[config.mk]
export PLATFORM = sky130hd
export DESIGN_NAME = flp_iadd_pipe
export DESIGN_NICKNAME = d
export VERILOG_FILES = /design/src/rtl/flp_iadd_pipe_pkg.sv /design/src/rtl/flp_iadd_pipe_sm_sum.sv /design/src/rtl/flp_iadd_pipe.sv
export SDC_FILE = /design/constraint.sdc
export NUM_CORES = 1
export LEC_CHECK = 0
export ABC_CLOCK_PERIOD_IN_PS = 5200
export BUFFER_PORTS_ARGS = -buffer_cell sky130_fd_sc_hd__buf_4
export CAP_MARGIN = 0
export CORE_ASPECT_RATIO = 1.2
export CORE_MARGIN = 3
export CORE_UTILIZATION = 35
export DETAILED_ROUTE_END_ITERATION = 8
export PLACE_DENSITY = 0.53
export SETUP_SLACK_MARGIN = 0.1
export SLEW_MARGIN = 5
export SYNTH_ARGS = -nofsm -noshare
export SYNTH_HDL_FRONTEND = slang
export SYNTH_HIERARCHICAL = 1
export SYNTH_SLANG_ARGS = --single-unit
[constraint.sdc]
create_clock -name clk -period 5.2 [get_ports clk]
set_input_delay 0.52 -clock clk [delete_from_list [all_inputs] [get_ports clk]]
set_output_delay 0.52 -clock clk [all_outputs]
set_load 0.01 [all_outputs]
[src/rtl/flp_iadd_pipe_pkg.sv]
// Shared constants for the sign-magnitude adder pipeline and its operand/sum helpers.
// Imported by the pipeline top, the sum sub-block and the bench.
package flp_iadd_pipe_pkg;

    localparam int NUM_STAGES = 2;
    localparam int DEF_WIDTH  = 32;
    localparam int DEF_TAGW   = 4;

endpackage

[src/rtl/flp_iadd_pipe_sm_sum.sv]
// Combinational sign-magnitude to two's-complement conversion of two operands and their sum.
// Kept separate so wider multi-operand adders can reuse the operand conversion.
module flp_sm_sum
    import flp_iadd_pipe_pkg::*;
#(
    parameter int WIDTH = DEF_WIDTH
) (
    input  logic               sn1,
    input  logic [WIDTH-1:0]   sg1,
    input  logic               sn2,
    input  logic [WIDTH-1:0]   sg2,
    output logic [WIDTH+1:0]   sum
);

    logic [WIDTH+1:0] mag1_ext;
    logic [WIDTH+1:0] mag2_ext;
    logic [WIDTH+1:0] op1;
    logic [WIDTH+1:0] op2;

    assign mag1_ext = {2'b00, sg1};
    assign mag2_ext = {2'b00, sg2};

    // A zero magnitude contributes nothing regardless of its sign bit.
    always_comb begin
        op1 = '0;
        op2 = '0;
        if (sg1 != '0) begin
            op1 = sn1 ? ((~mag1_ext) + {{(WIDTH+1){1'b0}}, 1'b1}) : mag1_ext;
        end
        if (sg2 != '0) begin
            op2 = sn2 ? ((~mag2_ext) + {{(WIDTH+1){1'b0}}, 1'b1}) : mag2_ext;
        end
    end

    assign sum = op1 + op2;

endmodule

[src/rtl/flp_iadd_pipe.sv]
// Two-stage pipelined sign-magnitude add/subtract with valid/ready handshake and tag sideband.
// S1 holds the two's-complement sum, S2 holds the presented sign/magnitude/zero result.
module flp_iadd_pipe
    import flp_iadd_pipe_pkg::*;
#(
    parameter int WIDTH = DEF_WIDTH,
    parameter int TAGW  = DEF_TAGW
) (
    input  logic              clk,
    input  logic              rst,
    input  logic              i_valid,
    output logic              o_ready,
    input  logic              i_sub,
    input  logic [TAGW-1:0]   i_tag,
    input  logic              i_sn1,
    input  logic [WIDTH-1:0]  i_sg1,
    input  logic              i_sn2,
    input  logic [WIDTH-1:0]  i_sg2,
    output logic              o_valid,
    input  logic              i_ready,
    output logic [TAGW-1:0]   o_tag,
    output logic              o_sn,
    output logic [WIDTH:0]    o_sg,
    output logic              o_zero
);

    logic              sn2_eff;
    logic [WIDTH+1:0]  sum_in;

    logic              s1_v;
    logic [WIDTH+1:0]  s1_sum;
    logic              s1_both_neg;
    logic [TAGW-1:0]   s1_tag;

    logic              s2_load;
    logic              s1_load;

    logic [WIDTH:0]    s1_low;
    logic              res_sn;
    logic [WIDTH:0]    res_sg;
    logic              res_zero;

    assign sn2_eff = i_sn2 ^ i_sub;

    flp_sm_sum #(
        .WIDTH (WIDTH)
    ) u_sm_sum (
        .sn1 (i_sn1),
        .sg1 (i_sg1),
        .sn2 (sn2_eff),
        .sg2 (i_sg2),
        .sum (sum_in)
    );

    assign s2_load = !o_valid || i_ready;
    assign s1_load = !s1_v || s2_load;
    assign o_ready = s1_load;

    // Both-negative flag keeps -0 + -0 negative; every other zero comes out positive.
    assign s1_low   = s1_sum[WIDTH:0];
    assign res_sn   = s1_sum[WIDTH+1] | s1_both_neg;
    assign res_sg   = res_sn ? ((~s1_low) + {{WIDTH{1'b0}}, 1'b1}) : s1_low;
    assign res_zero = (s1_sum == '0);

    always_ff @(posedge clk) begin
        if (rst) begin
            s1_v        <= 1'b0;
            s1_sum      <= '0;
            s1_both_neg <= 1'b0;
            s1_tag      <= '0;
        end else if (s1_load) begin
            s1_v <= i_valid;
            if (i_valid) begin
                s1_sum      <= sum_in;
                s1_both_neg <= i_sn1 & sn2_eff;
                s1_tag      <= i_tag;
            end
        end
    end

    always_ff @(posedge clk) begin
        if (rst) begin
            o_valid <= 1'b0;
            o_tag   <= '0;
            o_sn    <= 1'b0;
            o_sg    <= '0;
            o_zero  <= 1'b0;
        end else if (s2_load) begin
            o_valid <= s1_v;
            if (s1_v) begin
                o_tag  <= s1_tag;
                o_sn   <= res_sn;
                o_sg   <= res_sg;
                o_zero <= res_zero;
            end
        end
    end

endmodule
Yosys cells after proc, flatten, opt, wreduce, memory -nomap -nowiden
Index checks and enable logic that the tools add are counted.
{ "op_classes": {"addsub": 4, "muxes": 5, "n_bitwise": 6, "n_reduce_logical": 9} }
{ "ops": {"columns": ["op", "n"], "rows": [
  ["34-bit two-way mux", 4],
  ["34-bit by 1-bit adder with 34-bit output (second input constant)", 2],
  ["32-bit inverter with 34-bit output", 2],
  ["32-bit nonzero test", 2],
  ["34-bit adder", 1],
  ["34-bit zero test", 1],
  ["33-bit by 1-bit adder with 33-bit output (second input constant)", 1],
  ["33-bit two-way mux", 1],
  ["33-bit inverter", 1],
  ["2-bit AND reduction", 2],
  ["1-bit zero test", 2],
  ["1-bit logical OR", 2],
  ["1-bit bitwise AND", 1],
  ["1-bit OR", 1],
  ["1-bit bitwise XOR", 1]
]} }
{ "totals": {"reg_bits": 80, "input_bits": 75, "out_inout_bits": 41, "elab_cells": 33} }

Depth between registers and ports, before layout
{ "depth": {"word_depth": 5, "ltp_mapped": 21} }

Modules after synthesis
Netlist, hierarchy kept.
{ "by_module_without_submodules": {"columns": ["module", "instances", "cells_per_inst", "area_each_um2", "seq_area_each_um2"], "rows": [
  ["flp_iadd_pipe", 1, 453, 3602.2, 1601.5],
  ["flp_sm_sum", 1, 492, 3310.7, 0.0]
]} }

Worst setup path before layout
No wires, ideal clock.
{ "synth_path": {"kind": "input-to-reg", "from": "in i_sg1[4]", "to": "reg s1_sum[32]", "setup_time_ps": 132, "t_arrival_ps": 4750, "path_slack_ps": 318, "stages": 19, "n_path_buf": 1, "path_cell_list": "or4_1 > or3_1 > or4_1 > nor3_2 > buf_2 > nor2_1 > ha_1 > inv_1 > fa_1 > nand2b_1 > a21o_1 > a2111oi_0 > nor3_1 > a21oi_1 > o31ai_1 > nor4b_1 > a311o_1 > nand2_1 > a21oi_1"} }
{ "synth_via": {"elab_chain_len": 5} }
{ "synth_lines": {"columns": ["item", "line_no", "text"], "rows": [
  ["start: declaration", "flp_iadd_pipe.sv:16", "input logic [WIDTH-1:0] i_sg1,"],
  ["32-bit inverter with 34-bit output", "flp_iadd_pipe_sm_sum.sv:28", "op1 = sn1 ? ((~mag1_ext) + {{(WIDTH+1){1'b0}}, 1'b1}) : mag1_ext;"],
  ["34-bit by 1-bit adder with 34-bit output", "flp_iadd_pipe_sm_sum.sv:28", null],
  ["34-bit two-way mux", "flp_iadd_pipe_sm_sum.sv:28", null],
  ["34-bit two-way mux *", "flp_iadd_pipe_sm_sum.sv:27", "if (sg1 != '0) begin"],
  ["34-bit adder *", "flp_iadd_pipe_sm_sum.sv:35", "assign sum = op1 + op2;"],
  ["named net sum_in[32]", "flp_iadd_pipe.sv:28", "logic [WIDTH+1:0] sum_in;"],
  ["end signal: assignment", "flp_iadd_pipe.sv:74", "s1_sum <= sum_in;"],
  ["end: declaration", "flp_iadd_pipe.sv:31", "logic [WIDTH+1:0] s1_sum;"]
]} }
The timed path passes the listed nets; every way through them passes the cells marked *.
A chain may end at the register's enable or synchronous reset.

Worst setup path after layout
{ "layout_path": {"from": "in i_sg1[4]", "to": "reg s1_sum[33]"} }
The elaborated chain is that of the path after synthesis.

==> results.py <==
metrics = {
    "setup_path": {
        "startpoint_type": "input pin",
        "cp.required_ns": 5.46,
        "slowest_stage": "or4_4",
        "crit_family": "simple AND/OR/NAND/NOR gates",
        "worstSetupPathType": "in -> reg",
        "cp_max_fo": 17,
        "worst_setup_path_end_kind": "flip-flop",
        "cpPeakStageDelay_ns": 0.58,
        "cp.buffers_inverters": 3,
        "arrival_ns": 4.99,
        "crit_path_cell_trace": "buf_4 > or4_1 > or3_1 > or4_4 > nor3_4 > buf_12 > or2_2 > inv_1 > ha_1 > a211oi_1 > nor2_1 > o31a_1 > a32o_1 > nor2b_1 > o21ai_0 > a221oi_1 > xnor2_1 > nand2_1 > a21oi_1",
    },
    "hold_path": {
        "holdCritPathClass": "in -> reg",
    },
    "job": {
        "cap_violations": 0,
    },
    "synthesis": {
        "yosys_warnings": 6,
        "synth_common_cells": "nand2_1, nor2_1, a21oi_1",
        "netlist_area_mm2": 0.006913,
        "yosysMostFrequentCell": "nand2_1",
        "synth.distinct_cells": 66,
        "ys_ff_latch": 80,
        "yosysTopAreaCellShare_pct": 23.17,
        "syn-mean-instance-area_um2": 7.315,
        "syn-num-nets": 1057,
        "synth_flop_cell": "dfxtp_1",
        "seq_area_frac_synth_pct": 23.17,
        "synth-edff-count": 0,
        "async_reset_ff_share_pct": 0,
        "synthCells": 945,
        "synth_largest_area_cell": "dfxtp_1",
        "synthTopCellsByArea": "dfxtp_1, nand2_1, xnor2_1, xor2_1, ha_1",
    },
    "sta": {
        "fin_crit_sh_pct": 90.85,
        "worst_pin_slew_ns": 0.8126,
        "setup_viol": 0,
        "fin_hold_ws_ns": 0.4207,
        "finalMaxSlewViolations": 0,
        "rsz0062_at_grt": "no",
        "finClkSkew_ns": 0.007922,
        "finalSetupTns_ns": 0,
        "hold_violations": 0,
        "maxSlewHeadroom_pct": 45.83,
        "max_freq_mhz": 211.7,
        "period_minus_slack_ns": 4.724,
    },
    "die": {
        "num_rows": 55,
        "start_util_pct": 36.13,
        "core_area_mm2": 0.01913,
        "io_pins": 116,
        "die_h_um": 160.0,
        "dieArea_mm2": 0.02148,
        "die_w_um": 134.3,
    },
    "cts": {
        "cts_buffers": 9,
        "h-tree-depth": 3,
        "postCtsSetupRepairBufs": 0,
        "path_clk_slew_ns": 0.07,
        "clock-sinks": 80,
        "clk_path_buf_depth": 2,
        "insertion_delay_ns": 0.34,
        "cts-root-buf": "clkbuf_16",
        "cts_tree": "built",
    },
    "detailed_routing": {
        "viasPerCell": 5.159,
        "wl_um": 18700,
        "dr_total_vias": 6702,
        "ant_nets": 0,
        "drt_pass1_iterations": 5,
        "drc": 0,
        "drt_iter0_markers": 441,
        "wire_per_inst_um": 14.40,
    },
    "grt": {
        "antenna_found_initial": 0,
        "track_usage_pct": 17.49,
        "grt_overflow": 0,
        "grt_pass1_wl_um": 32170,
        "grt_max_degree": 79,
        "grt_pass1_vias": 6522,
    },
    "power": {
        "p_per_area_mw_per_mm2": 316.9,
        "power_uw": 2648,
        "irDropWorstVdd_v": 0.0001579,
        "p_leak_uw": 0.003379,
    },
    "placed_design": {
        "io_buffers": 115,
        "dp_hpwl_um": 14710,
        "globalplace.congestion": 0.8448,
    },
    "finish": {
        "layout.nets": 1150,
        "synthToLayoutAreaGrowth_pct": 20.91,
        "drive_gt1_share_pct": 17.26,
        "num_antenna_cells": 0,
    },
    "run_status": {
        "status": "completed",
    },
}
## metal layers
layer,GRT usage (%),wire length (um)
met1,25.43,9527
met2,27.63,8240
met3,1.827,669
met4,4.491,263
met5,0,0
## cells by family (layout without fill, tap and decap cells)
group           after synthesis  count (layout)  share of synthesized area (%)
fa+ha+maj                    37              37                          6.805
compound gates              272             272                          25.32
simple gates                368             368                          25.76
xor+xnor                    110             110                          13.94
mux                           8               8                          1.158
buf+inv                      70             168                          3.855
flops                        80              80                          23.17
## path summary, 6_finish.rpt
kind                                        startpoint                      end  slack (ns)  depth (start not counted)
worst max register to register  s1_sum[0]$_SDFFE_PP0P_    o_sg[31]$_SDFFE_PP0P_        3.02                          5
worst min register to register  s1_tag[0]$_SDFFE_PP0P_    o_tag[0]$_SDFFE_PP0P_        0.45                          2
worst max-delay path                          i_sg1[4]  s1_sum[33]$_SDFFE_PP0P_        0.48                         19
worst min-delay path                          i_tag[0]   s1_tag[0]$_SDFFE_PP0P_        0.42                          3
## registers in the layout, summed over array words and instances (netlist names)
register,flops
o_sg,33
o_sn,1
o_tag,4
o_valid,1
o_zero,1
s1_both_neg,1
s1_sum,34
s1_tag,4
s1_v,1
## report_power, final
group          switching (uW)  total (uW)  leakage (uW)  internal [uW]
combinational             712        1260       0.00258            546
sequential               93.2         785      0.000657            692
clock                     272         605      0.000139            333
total                    1080        2650       0.00338           1570
## worst min-delay path, cell delays in order
cell and delay (ns):
buf_4 0.11, nand2_1 0.04, a21oi_1 0.05
## area by class of cell
| cell class | count | area (um2) |
|---|---|---|
| clock buffers | 9 | 225.2 |
| inverters | 21 | 78.83 |
| fillers | 2083 | 10770 |
| multi-input cells | 795 | 5074 |
| flip-flops and latches | 80 | 1602 |
| well taps | 256 | 320.3 |
| repair buffers | 131 | 996.0 |
| clock inverters | 7 | 62.56 |
## layout by cell type (no fill, tap or decap), types with 5 or more instances in the layout
master / netlist / final
a211oi_1: 26 / 26
a21o_1: 18 / 18
a21oi_1: 88 / 87
and3_1: 5 / 5
buf_4: 0 / 130
clkbuf_16: 0 / 9
dfxtp_1: 80 / 80
ha_1: 36 / 36
inv_1: 21 / 21
mux2i_1: 8 / 8
nand2_1: 145 / 145
nand2b_1: 19 / 19
nand3_1: 19 / 19
nor2_1: 94 / 94
nor2b_1: 10 / 10
nor3_1: 16 / 16
nor4_2: 6 / 6
o211ai_1: 5 / 5
o21a_1: 7 / 7
o21ai_0: 59 / 59
o31ai_1: 19 / 18
o41ai_1: 15 / 15
or2_2: 6 / 6
or3_1: 10 / 10
or4_1: 8 / 7
xnor2_1: 57 / 57
xor2_1: 53 / 52
## stage by stage
step / util (%) / std cells / worst slack [ns] / area, um2
floorplan: - / 945 / 0.3176 / 6913
global placement: 42.10 / 1283 / 0.1518 / 8054
detailed placement: 42.10 / 1283 / 0.08417 / 8054
global route: 43.69 / 1299 / 0.1743 / 8358
finish: 43.69 / 1299 / 0.4757 / 8358
CTS: 43.60 / 1299 / 0.4169 / 8342
## what timing repair did
item                                    CTS  global route
gates resized for setup                   0             4
endpoints found under the setup margin    0             2
hold buffers                              0             0
No activity file was read; power rests on OpenSTA's default activity.
